`src/rtl/vending_pkg.sv`:
```
// Shared vending-machine definitions: coin codes, controller state encodings
// and the monetary value of one credit unit.
package vending_pkg;

    typedef enum logic [1:0] {
        COIN_NONE = 2'b00,
        COIN_C1   = 2'b01,
        COIN_C2   = 2'b10,
        COIN_C3   = 2'b11
    } coin_code_e;

    typedef enum logic [1:0] {
        ST_IDLE    = 2'b00,
        ST_COLLECT = 2'b01,
        ST_REFUND  = 2'b10,
        ST_ILLEGAL = 2'b11
    } vend_state_e;

    // One credit unit is R$0,25.
    localparam int UNIT_CENTS = 25;

endpackage

```
`src/rtl/inactivity_timer.sv`:
```
// Idle-cycle counter: clears on load, counts while enabled, and flags expiry
// on the cycle the count reaches TIMEOUT_CYCLES-1 (never when TIMEOUT_CYCLES is 0).
module inactivity_timer #(
    parameter int TMR_W          = 10,
    parameter int TIMEOUT_CYCLES = 1000
) (
    input  logic clk,
    input  logic reset,
    input  logic load,
    input  logic enable,
    output logic expire
);

    localparam logic [TMR_W-1:0] LAST =
        (TIMEOUT_CYCLES == 0) ? '0 : TMR_W'(TIMEOUT_CYCLES - 1);

    logic [TMR_W-1:0] count_q;
    logic [TMR_W-1:0] count_d;

    always_comb begin
        count_d = count_q;
        if (load) begin
            count_d = '0;
        end else if (enable) begin
            count_d = count_q + TMR_W'(1);
        end
    end

    // NOTE: sequential state uses non-blocking assignments only; reset is asynchronous.
    always_ff @(posedge clk or posedge reset) begin
        if (reset) begin
            count_q <= '0;
        end else begin
            count_q <= count_d;
        end
    end

    assign expire = (TIMEOUT_CYCLES != 0) && enable && (count_q == LAST);

endmodule

```
`src/rtl/coin_credit_accumulator.sv`:
```
// Coin credit accumulator: adds coins up to a ceiling, deducts purchases,
// returns change on refund request or inactivity timeout.
module coin_credit_accumulator
    import vending_pkg::*;
#(
    parameter int CREDIT_W       = 4,
    parameter int MAX_CREDIT     = 8,
    parameter int COIN1_UNITS    = 1,
    parameter int COIN2_UNITS    = 2,
    parameter int COIN3_UNITS    = 4,
    parameter int TIMEOUT_CYCLES = 1000,
    parameter int TMR_W          = 10
) (
    input  logic                clk,
    input  logic                reset,
    input  logic                coin_valid,
    input  logic [1:0]          coin_code,
    input  logic                buy_req,
    input  logic [CREDIT_W-1:0] price,
    input  logic                refund_req,
    output logic [CREDIT_W-1:0] credit,
    output logic                coin_accept,
    output logic                coin_reject,
    output logic                buy_ack,
    output logic                buy_nack,
    output logic                change_valid,
    output logic [CREDIT_W-1:0] change_amount,
    output logic [1:0]          state
);

    vend_state_e         state_q, state_d;
    logic [CREDIT_W-1:0] credit_q, credit_d;
    logic [CREDIT_W-1:0] change_amount_q, change_amount_d;
    logic                coin_accept_q, coin_accept_d;
    logic                coin_reject_q, coin_reject_d;
    logic                buy_ack_q, buy_ack_d;
    logic                buy_nack_q, buy_nack_d;
    logic                change_valid_q, change_valid_d;

    logic [CREDIT_W:0]   coin_sum;
    logic                coin_ok;
    logic                price_ok;
    logic                refund_evt;
    logic                tmr_load;
    logic                tmr_clear;
    logic                tmr_enable;
    logic                tmr_expire;

    function automatic logic [CREDIT_W:0] coin_value(input logic [1:0] code);
        logic [CREDIT_W:0] v;
        v = '0;
        case (code)
            COIN_C1: v = (CREDIT_W+1)'(COIN1_UNITS);
            COIN_C2: v = (CREDIT_W+1)'(COIN2_UNITS);
            COIN_C3: v = (CREDIT_W+1)'(COIN3_UNITS);
            default: v = '0;
        endcase
        return v;
    endfunction

    // One extra bit so an overflowing coin is detected instead of wrapping.
    assign coin_sum   = {1'b0, credit_q} + coin_value(coin_code);
    assign coin_ok    = (coin_code != COIN_NONE) && (coin_sum <= (CREDIT_W+1)'(MAX_CREDIT));
    assign price_ok   = (price != '0) && (price <= credit_q);
    assign refund_evt = refund_req || tmr_expire;

    // NOTE: every always_comb output gets a default first, so no latches are inferred.
    always_comb begin
        state_d         = state_q;
        credit_d        = credit_q;
        change_amount_d = change_amount_q;
        coin_accept_d   = 1'b0;
        coin_reject_d   = 1'b0;
        buy_ack_d       = 1'b0;
        buy_nack_d      = 1'b0;
        change_valid_d  = 1'b0;
        tmr_load        = 1'b0;

        case (state_q)
            ST_IDLE, ST_COLLECT: begin
                if (refund_evt && (state_q == ST_COLLECT)) begin
                    change_amount_d = credit_q;
                    change_valid_d  = 1'b1;
                    credit_d        = '0;
                    state_d         = ST_REFUND;
                    coin_reject_d   = coin_valid;
                    buy_nack_d      = buy_req;
                end else if (buy_req) begin
                    coin_reject_d = coin_valid;
                    if (price_ok) begin
                        credit_d  = credit_q - price;
                        buy_ack_d = 1'b1;
                        tmr_load  = 1'b1;
                        state_d   = (credit_q == price) ? ST_IDLE : ST_COLLECT;
                    end else begin
                        buy_nack_d = 1'b1;
                    end
                end else if (coin_valid) begin
                    if (coin_ok) begin
                        credit_d      = coin_sum[CREDIT_W-1:0];
                        coin_accept_d = 1'b1;
                        tmr_load      = 1'b1;
                        state_d       = ST_COLLECT;
                    end else begin
                        coin_reject_d = 1'b1;
                    end
                end
            end
            ST_REFUND: begin
                state_d       = ST_IDLE;
                coin_reject_d = coin_valid;
                buy_nack_d    = buy_req;
            end
            default: begin
                state_d       = ST_IDLE;
                credit_d      = '0;
                coin_reject_d = coin_valid;
                buy_nack_d    = buy_req;
            end
        endcase
    end

    // Timer only runs while collecting; it is held at zero everywhere else.
    assign tmr_enable = (state_q == ST_COLLECT);
    assign tmr_clear  = tmr_load || (state_d != ST_COLLECT);

    inactivity_timer #(
        .TMR_W          (TMR_W),
        .TIMEOUT_CYCLES (TIMEOUT_CYCLES)
    ) u_timer (
        .clk    (clk),
        .reset  (reset),
        .load   (tmr_clear),
        .enable (tmr_enable),
        .expire (tmr_expire)
    );

    always_ff @(posedge clk or posedge reset) begin
        if (reset) begin
            state_q         <= ST_IDLE;
            credit_q        <= '0;
            change_amount_q <= '0;
            coin_accept_q   <= 1'b0;
            coin_reject_q   <= 1'b0;
            buy_ack_q       <= 1'b0;
            buy_nack_q      <= 1'b0;
            change_valid_q  <= 1'b0;
        end else begin
            state_q         <= state_d;
            credit_q        <= credit_d;
            change_amount_q <= change_amount_d;
            coin_accept_q   <= coin_accept_d;
            coin_reject_q   <= coin_reject_d;
            buy_ack_q       <= buy_ack_d;
            buy_nack_q      <= buy_nack_d;
            change_valid_q  <= change_valid_d;
        end
    end

    assign credit        = credit_q;
    assign change_amount = change_amount_q;
    assign coin_accept   = coin_accept_q;
    assign coin_reject   = coin_reject_q;
    assign buy_ack       = buy_ack_q;
    assign buy_nack      = buy_nack_q;
    assign change_valid  = change_valid_q;
    assign state         = state_q;

endmodule
```
`config.mk`:
```
export PLATFORM = sky130hd
export DESIGN_NAME = coin_credit_accumulator
export DESIGN_NICKNAME = d
export VERILOG_FILES = /design/src/rtl/vending_pkg.sv /design/src/rtl/inactivity_timer.sv /design/src/rtl/coin_credit_accumulator.sv
export SDC_FILE = /design/constraint.sdc
export NUM_CORES = 1
export LEC_CHECK = 0
export CORE_ASPECT_RATIO = 1.75
export CORE_UTILIZATION = 52
export CTS_CLUSTER_SIZE = 16
export DETAILED_ROUTE_END_ITERATION = 10
export PLACE_DENSITY = 0.79
export SYNTH_ARGS = -nofsm -noshare
export SYNTH_HDL_FRONTEND = slang
export SYNTH_SLANG_ARGS = --single-unit
```
`constraint.sdc`:
```
create_clock -name clk -period 3.3 [get_ports clk]
set_clock_uncertainty 0.15 [all_clocks]
set_input_delay 0.33 -clock clk [delete_from_list [all_inputs] [get_ports clk]]
set_output_delay 0.33 -clock clk [all_outputs]
set_load 0.05 [all_outputs]
```
# Yosys cells after proc, flatten, opt, wreduce, memory -nomap -nowiden
# Index checks and enable logic that the tools add are counted.
[totals] regBits=25 input_bits=11 out_inout_bits=15 wordCells=78
[classes] add_sub_neg=3 n_lt_le_gt_ge=2 n_eq_ne=11 n_mux=39 bitwise_logic=1 n_reduce_logical=13
[ops] op="1-bit 2-to-1 mux" n=24
[ops] op="10-bit 2-to-1 mux" n=2
[ops] op="4-bit 2-to-1 mux" n=5
[ops] op="2-bit 2-to-1 mux" n=6
[ops] op="4-bit inequality test, second input constant" n=3
[ops] op="10-bit by 1-bit adder with 10-bit output, second input constant" n=1
[ops] op="10-bit == test, second input constant" n=1
[ops] op="3-bit one-hot mux with 3 select lines" n=1
[ops] op="4-bit one-hot mux with 2 select lines" n=1
[ops] op="2-bit == test, second input constant" n=3
[ops] op="4-bit by 5-bit adder with 5-bit output" n=1
[ops] op="5-bit by 4-bit <= comparator with 1-bit output, second input constant" n=1
[ops] op="2-bit by 1-bit == test with 1-bit output, second input constant" n=2
[ops] op="4-bit == test" n=1
[ops] op="4-bit <= comparator" n=1
[ops] op="1-bit logical AND" n=4
[ops] op="4-bit AND reduction" n=1
[ops] op="2-bit nonzero test" n=2
[ops] op="4-bit nonzero test" n=1
[ops] op="4-bit subtractor" n=1
[ops] op="2-bit logical NOT" n=1
[ops] op="1-bit logical OR" n=2
[ops] op="2-bit by 1-bit inequality test with 1-bit output, second input constant" n=1
[ops] op="2-bit AND reduction" n=1
[ops] op="other kinds (2)" n=2

# Depth between registers and ports, before layout
[logic_depth] depth_word=13 mapped_depth=11 ltp_nobuf=10

# Modules after synthesis
# A second synthesis with hierarchy kept.
[unflattened] cells_unflattened=153 area_unflattened_um2=1545.2
[modules_own_cells] mod="coin_credit_accumulator" n_inst=1 cells_each=102 area_each_um2=1039.7 seq_area_each_um2=375.4
[modules_own_cells] mod="inactivity_timer" n_inst=1 cells_each=51 area_each_um2=505.5 seq_area_each_um2=250.2

# Least setup slack after synthesis
# Ideal clock, no wire load.
[synth_path] path_kind="flip-flop to flip-flop" from="reg credit_q[0], in the netlist credit[0]" to="reg u_timer.count_q[0]" setup_time_ps=73 t_arrival_ps=2723 required_time_ps=3077 slack_ps=354 stages_incl_launch_ff=11 path_buffers=1 period_less_slack_ps=2946 cell_sequence="dfrtp_1 -> ha_1 -> inv_1 -> fa_1 -> xnor2_1 -> nor3b_1 -> a2111oi_2 -> nor3b_2 -> or4_1 -> buf_6 -> nor2_1"
[synth_between] elab_chain_len=11 word_cells_on_any_way=23 cone_classes="add/sub (1); order compare (2); eq/ne (2); mux (14); reduce/logical (4)"
[synth_lines] item="start, declared" line_no="coin_credit_accumulator.sv:32" rtl="logic [CREDIT_W-1:0] credit_q, credit_d;"
[synth_lines] item="start signal, assigned" line_no="coin_credit_accumulator.sv:150" rtl="credit_q <= credit_d;"
[synth_lines] item="4-bit by 5-bit adder with 5-bit output" line_no="coin_credit_accumulator.sv:62" rtl="assign coin_sum = {1'b0, credit_q} + coin_value(coin_code);"
[synth_lines] item="5-bit by 4-bit <= comparator with 1-bit output" line_no="coin_credit_accumulator.sv:63" rtl="assign coin_ok = (coin_code != COIN_NONE) && (coin_sum <= (CREDIT_W+1)'(MAX_CREDIT));"
[synth_lines] item="1-bit logical AND" line_no="coin_credit_accumulator.sv:63"
[synth_lines] item="2-bit 2-to-1 mux" line_no="coin_credit_accumulator.sv:99" rtl="if (coin_ok) begin"
[synth_lines] item="2-bit 2-to-1 mux" line_no="coin_credit_accumulator.sv:98" rtl="end else if (coin_valid) begin"
[synth_lines] item="2-bit 2-to-1 mux" line_no="coin_credit_accumulator.sv:88" rtl="end else if (buy_req) begin"
[synth_lines] item="2-bit 2-to-1 mux" line_no="coin_credit_accumulator.sv:81" rtl="if (refund_evt && (state_q == ST_COLLECT)) begin"
[synth_lines] item="2-bit 2-to-1 mux" line_no="coin_credit_accumulator.sv:79" rtl="case (state_q)"
[synth_lines] item="2-bit by 1-bit inequality test with 1-bit output" line_no="coin_credit_accumulator.sv:125" rtl="assign tmr_clear = tmr_load || (state_d != ST_COLLECT);"
[synth_lines] item="1-bit logical OR (*)" line_no="coin_credit_accumulator.sv:125"
[synth_lines] item="10-bit 2-to-1 mux / 2-bit nonzero test (equally long branches)"
[synth_lines] item="end signal, assigned" line_no="inactivity_timer.sv:34" rtl="count_q <= count_d;"
[synth_lines] item="end, declared" line_no="inactivity_timer.sv:17" rtl="logic [TMR_W-1:0] count_q;"
# Every way passes the cells marked *; elsewhere a longest branch is shown, timed or not.
# A chain may end at the register's enable or synchronous reset.

# Final worst setup path
[layout_path] from="in coin_code[0]" to="reg u_timer.count_q[2]"
[layout_between] elab_chain_len=13 word_cells_on_any_way=22 cone_classes="add/sub (1); order compare (1); eq/ne (4); mux (12); reduce/logical (4)"
[layout_lines] item="start, declared" line_no="coin_credit_accumulator.sv:17" rtl="input logic [1:0] coin_code,"
[layout_lines] item="2-bit == test / 2-bit by 1-bit == test with 1-bit output (equally long branches)" line_no="coin_credit_accumulator.sv:52" rtl="case (code)"
[layout_lines] item="3-bit one-hot mux with 3 select lines" line_no="coin_credit_accumulator.sv:52"
[layout_lines] item="4-bit by 5-bit adder with 5-bit output" line_no="coin_credit_accumulator.sv:62"
[layout_lines] item="5-bit by 4-bit <= comparator with 1-bit output" line_no="coin_credit_accumulator.sv:63"
[layout_lines] item="1-bit logical AND (*)" line_no="coin_credit_accumulator.sv:63"
[layout_lines] item="2-bit 2-to-1 mux" line_no="coin_credit_accumulator.sv:99"
[layout_lines] item="2-bit 2-to-1 mux" line_no="coin_credit_accumulator.sv:98"
[layout_lines] item="2-bit 2-to-1 mux" line_no="coin_credit_accumulator.sv:88"
[layout_lines] item="2-bit 2-to-1 mux" line_no="coin_credit_accumulator.sv:81"
[layout_lines] item="2-bit 2-to-1 mux" line_no="coin_credit_accumulator.sv:79"
[layout_lines] item="2-bit by 1-bit inequality test with 1-bit output" line_no="coin_credit_accumulator.sv:125"
[layout_lines] item="1-bit logical OR (*)" line_no="coin_credit_accumulator.sv:125"
[layout_lines] item="10-bit 2-to-1 mux / 2-bit nonzero test (equally long branches)"
# Marks and branches as above.

==> results.yml <==
placement:
  pre_cts_slack_ps: -152
  port_buffers: 25
  dp_hpwl_um: 2400
  place_congestion: 0.805
  dp_cells: 191
sta:
  hold_slack_ps: 364
  rsz0062_at_grt: "no"
  fin_crit_sh_pct: 95.6
  worst_pin_slew_ps: 903
  hold_viol_final: 0
  relSlewSlack_pct: 39.7
  fmax_mhz: 317
  layout_setup_ws_ps: 145
  slew_viol_final: 0
  min_period_ps: 3150
  fin_tns_setup_ps: 0
  setup_viol: 0
cts:
  cts_tree: "yes"
  clock_latency_ps: 270
  cts-resized-gates: 0
  cts_buffers: 3
  cts_buffer_depth: 2
  clk_pin_slew_ps: 80
  cts_hold_buf: 0
  cts_root_buf: "clkbuf_8"
  numClockSinks: 25
  htreeDepth: 1
  post-cts-setup-buffers: 0
logic_synthesis:
  ys_ff_latch: 25
  synth_top_cell_by_area: "dfrtp_1"
  yosys-top-cells-count: "dfrtp_1 (25), nor2_1 (16), inv_1 (13)"
  syn_avg_cell_area_um2: 10.3
  syn_nets: 163
  ys.warnings.count: 0
  seq_area_frac_synth_pct: 42.8
  syn_inst: 142
  yosys_most_used_dff: "dfrtp_1"
  synth.distinct_cells: 39
  synth_edf_count: 0
  synth.cell_area_um2: 1460
  synth.most_common_cell: "dfrtp_1"
  synth.area.top_cells: "dfrtp_1 (43%), ha_1 (6.9%), xor2_1 (4.8%)"
  synthArstFlopShare_pct: 100
  synth_top_area_share_pct: 42.8
drt:
  ant_nets: 0
  drt-total-wl_um: 2980
  routedWlPerCell_um: 15.3
  vias: 1094
  drtIter0Drc: 14
  routed_via_density: 5.61
  firstDrtPassIters: 4
  post-route-drc-count: 0
critical_path:
  crit_required_ps: 3350
  cp-start-kind: "input port"
  worst-path-max-fanout: 10
  cp.arrival_ps: 3200
  crit_path_end_kind: "flip-flop"
  crit_type: "in -> reg"
layout:
  nNetsFinal: 190
  final_cells: 195
  area_growth_pct: 21.5
  antenna_cells: 0
  final_layout_size_suffix_gt1_share_pct: 9.52
run_status:
  outcome: "completed"
grt:
  grt_pass1_vias: 1158
  antenna_found_initial: 0
  grt_pass1_wl_um: 4990
  grt.total_usage_pct: 22.1
  grt_max_degree: 26
  grt_overflow_total: 0
die:
  die_w_um: 42.1
  rows: 25
  initial_core_util_pct: 54.3
  core_area_um2: 2690
  die_h_um: 72.1
  pin_count: 26
  die_area_um2: 3030
pwr:
  p_total_mw: 1.31
  ir_worst_vdd_v: 0.000448
  powerDensity_nw_per_um2: 738
  leakage_nw: 0.807
hold_path:
  min_path_type: "reg -> reg"
run:
  drv_cap: 0
final timing paths:
path                             startpoint            endpoint  slack, ps  cells after the start
setup / recovery               coin_code[0]  u_timer.count_q[2]        150                     11
hold / removal             change_amount[3]    change_amount[3]        360                      1
setup reg to reg                  credit[1]  u_timer.count_q[2]        390                      8
hold reg to reg            change_amount[3]    change_amount[3]        360                      1
max in group asynchronous             reset            state[1]       2050                      2
min in group asynchronous             reset    change_amount[3]        400                      2
state kept, by name, summed over array words and instances (netlist names):
| register | flops |
|---|---|
| buy_ack | 1 |
| buy_nack | 1 |
| change_amount | 4 |
| change_valid | 1 |
| coin_accept | 1 |
| coin_reject | 1 |
| credit | 4 |
| state | 2 |
| u_timer.count_q | 10 |
layer usage:
metal / GRT usage (%) / part of all wire [%] / vias up
met1: 21.1 / 35 / 522
met3: 2.49 / 2.6 / 9
met4: 13.9 / 4.3 / 0
met5: 0 / 0 / -
li1: - / - / 539
met2: 43.1 / 58 / 24
layout by cell type (no fill, tap or decap), types with 3 or more instances in the layout:
cell / count
nand2_1: 6
and2_1: 5
a22o_1: 3
mux2i_1: 3
mux2_2: 4
inv_1: 13
nor2b_1: 4
a21o_1: 4
a21oi_1: 5
xor2_1: 8
o21ai_0: 3
nor2_1: 16
nand4_1: 3
xnor2_1: 5
dfrtp_1: 25
clkbuf_8: 3
ha_1: 8
clkdlybuf4s50_1: 25
per-stage QoR:
step | cell area [µm²] | util [%]
floorplan | 1460 | -
global placement | 1730 | 64.3
detailed placement | 1730 | 64.3
CTS | 1770 | 66.0
global route | 1770 | 66.0
finish | 1770 | 66.0
logic make-up after synthesis:
kind of cell,synth area share (%)
buffers and inverters,4.88
DFF,42.8
muxes,5.14
and+or+nand+nor,17.7
xor gates and xnor gates,7.80
AOI/OAI and AO/OA,12.1
adders and majority gates,9.60
power breakdown:
part | leakage [nW] | switching, mW | total [mW] | internal [mW]
registers | 0.336 | 0.0675 | 0.438 | 0.370
logic | 0.448 | 0.422 | 0.693 | 0.271
clock network | 0.0228 | 0.0915 | 0.178 | 0.0863
layout make-up:
cell class	count	area, µm²
flip-flops and latches	25	626
fillers	229	916
well taps	27	33.8
clock buffers	4	45.0
inverters	13	48.8
multi-input cells	100	763
repair buffers	26	258
worst max-delay path, cell delays in order:
cell and delay, ps:
clkdlybuf4s50_1 490, nor2b_1 160, ha_1 180, inv_1 60, fa_1 400, xnor2_1 250, nor3b_1 100, a2111oi_2 310
nor3b_2 100, or4_1 660, nor2_1 170
No activity file was read; power rests on OpenSTA's default activity.
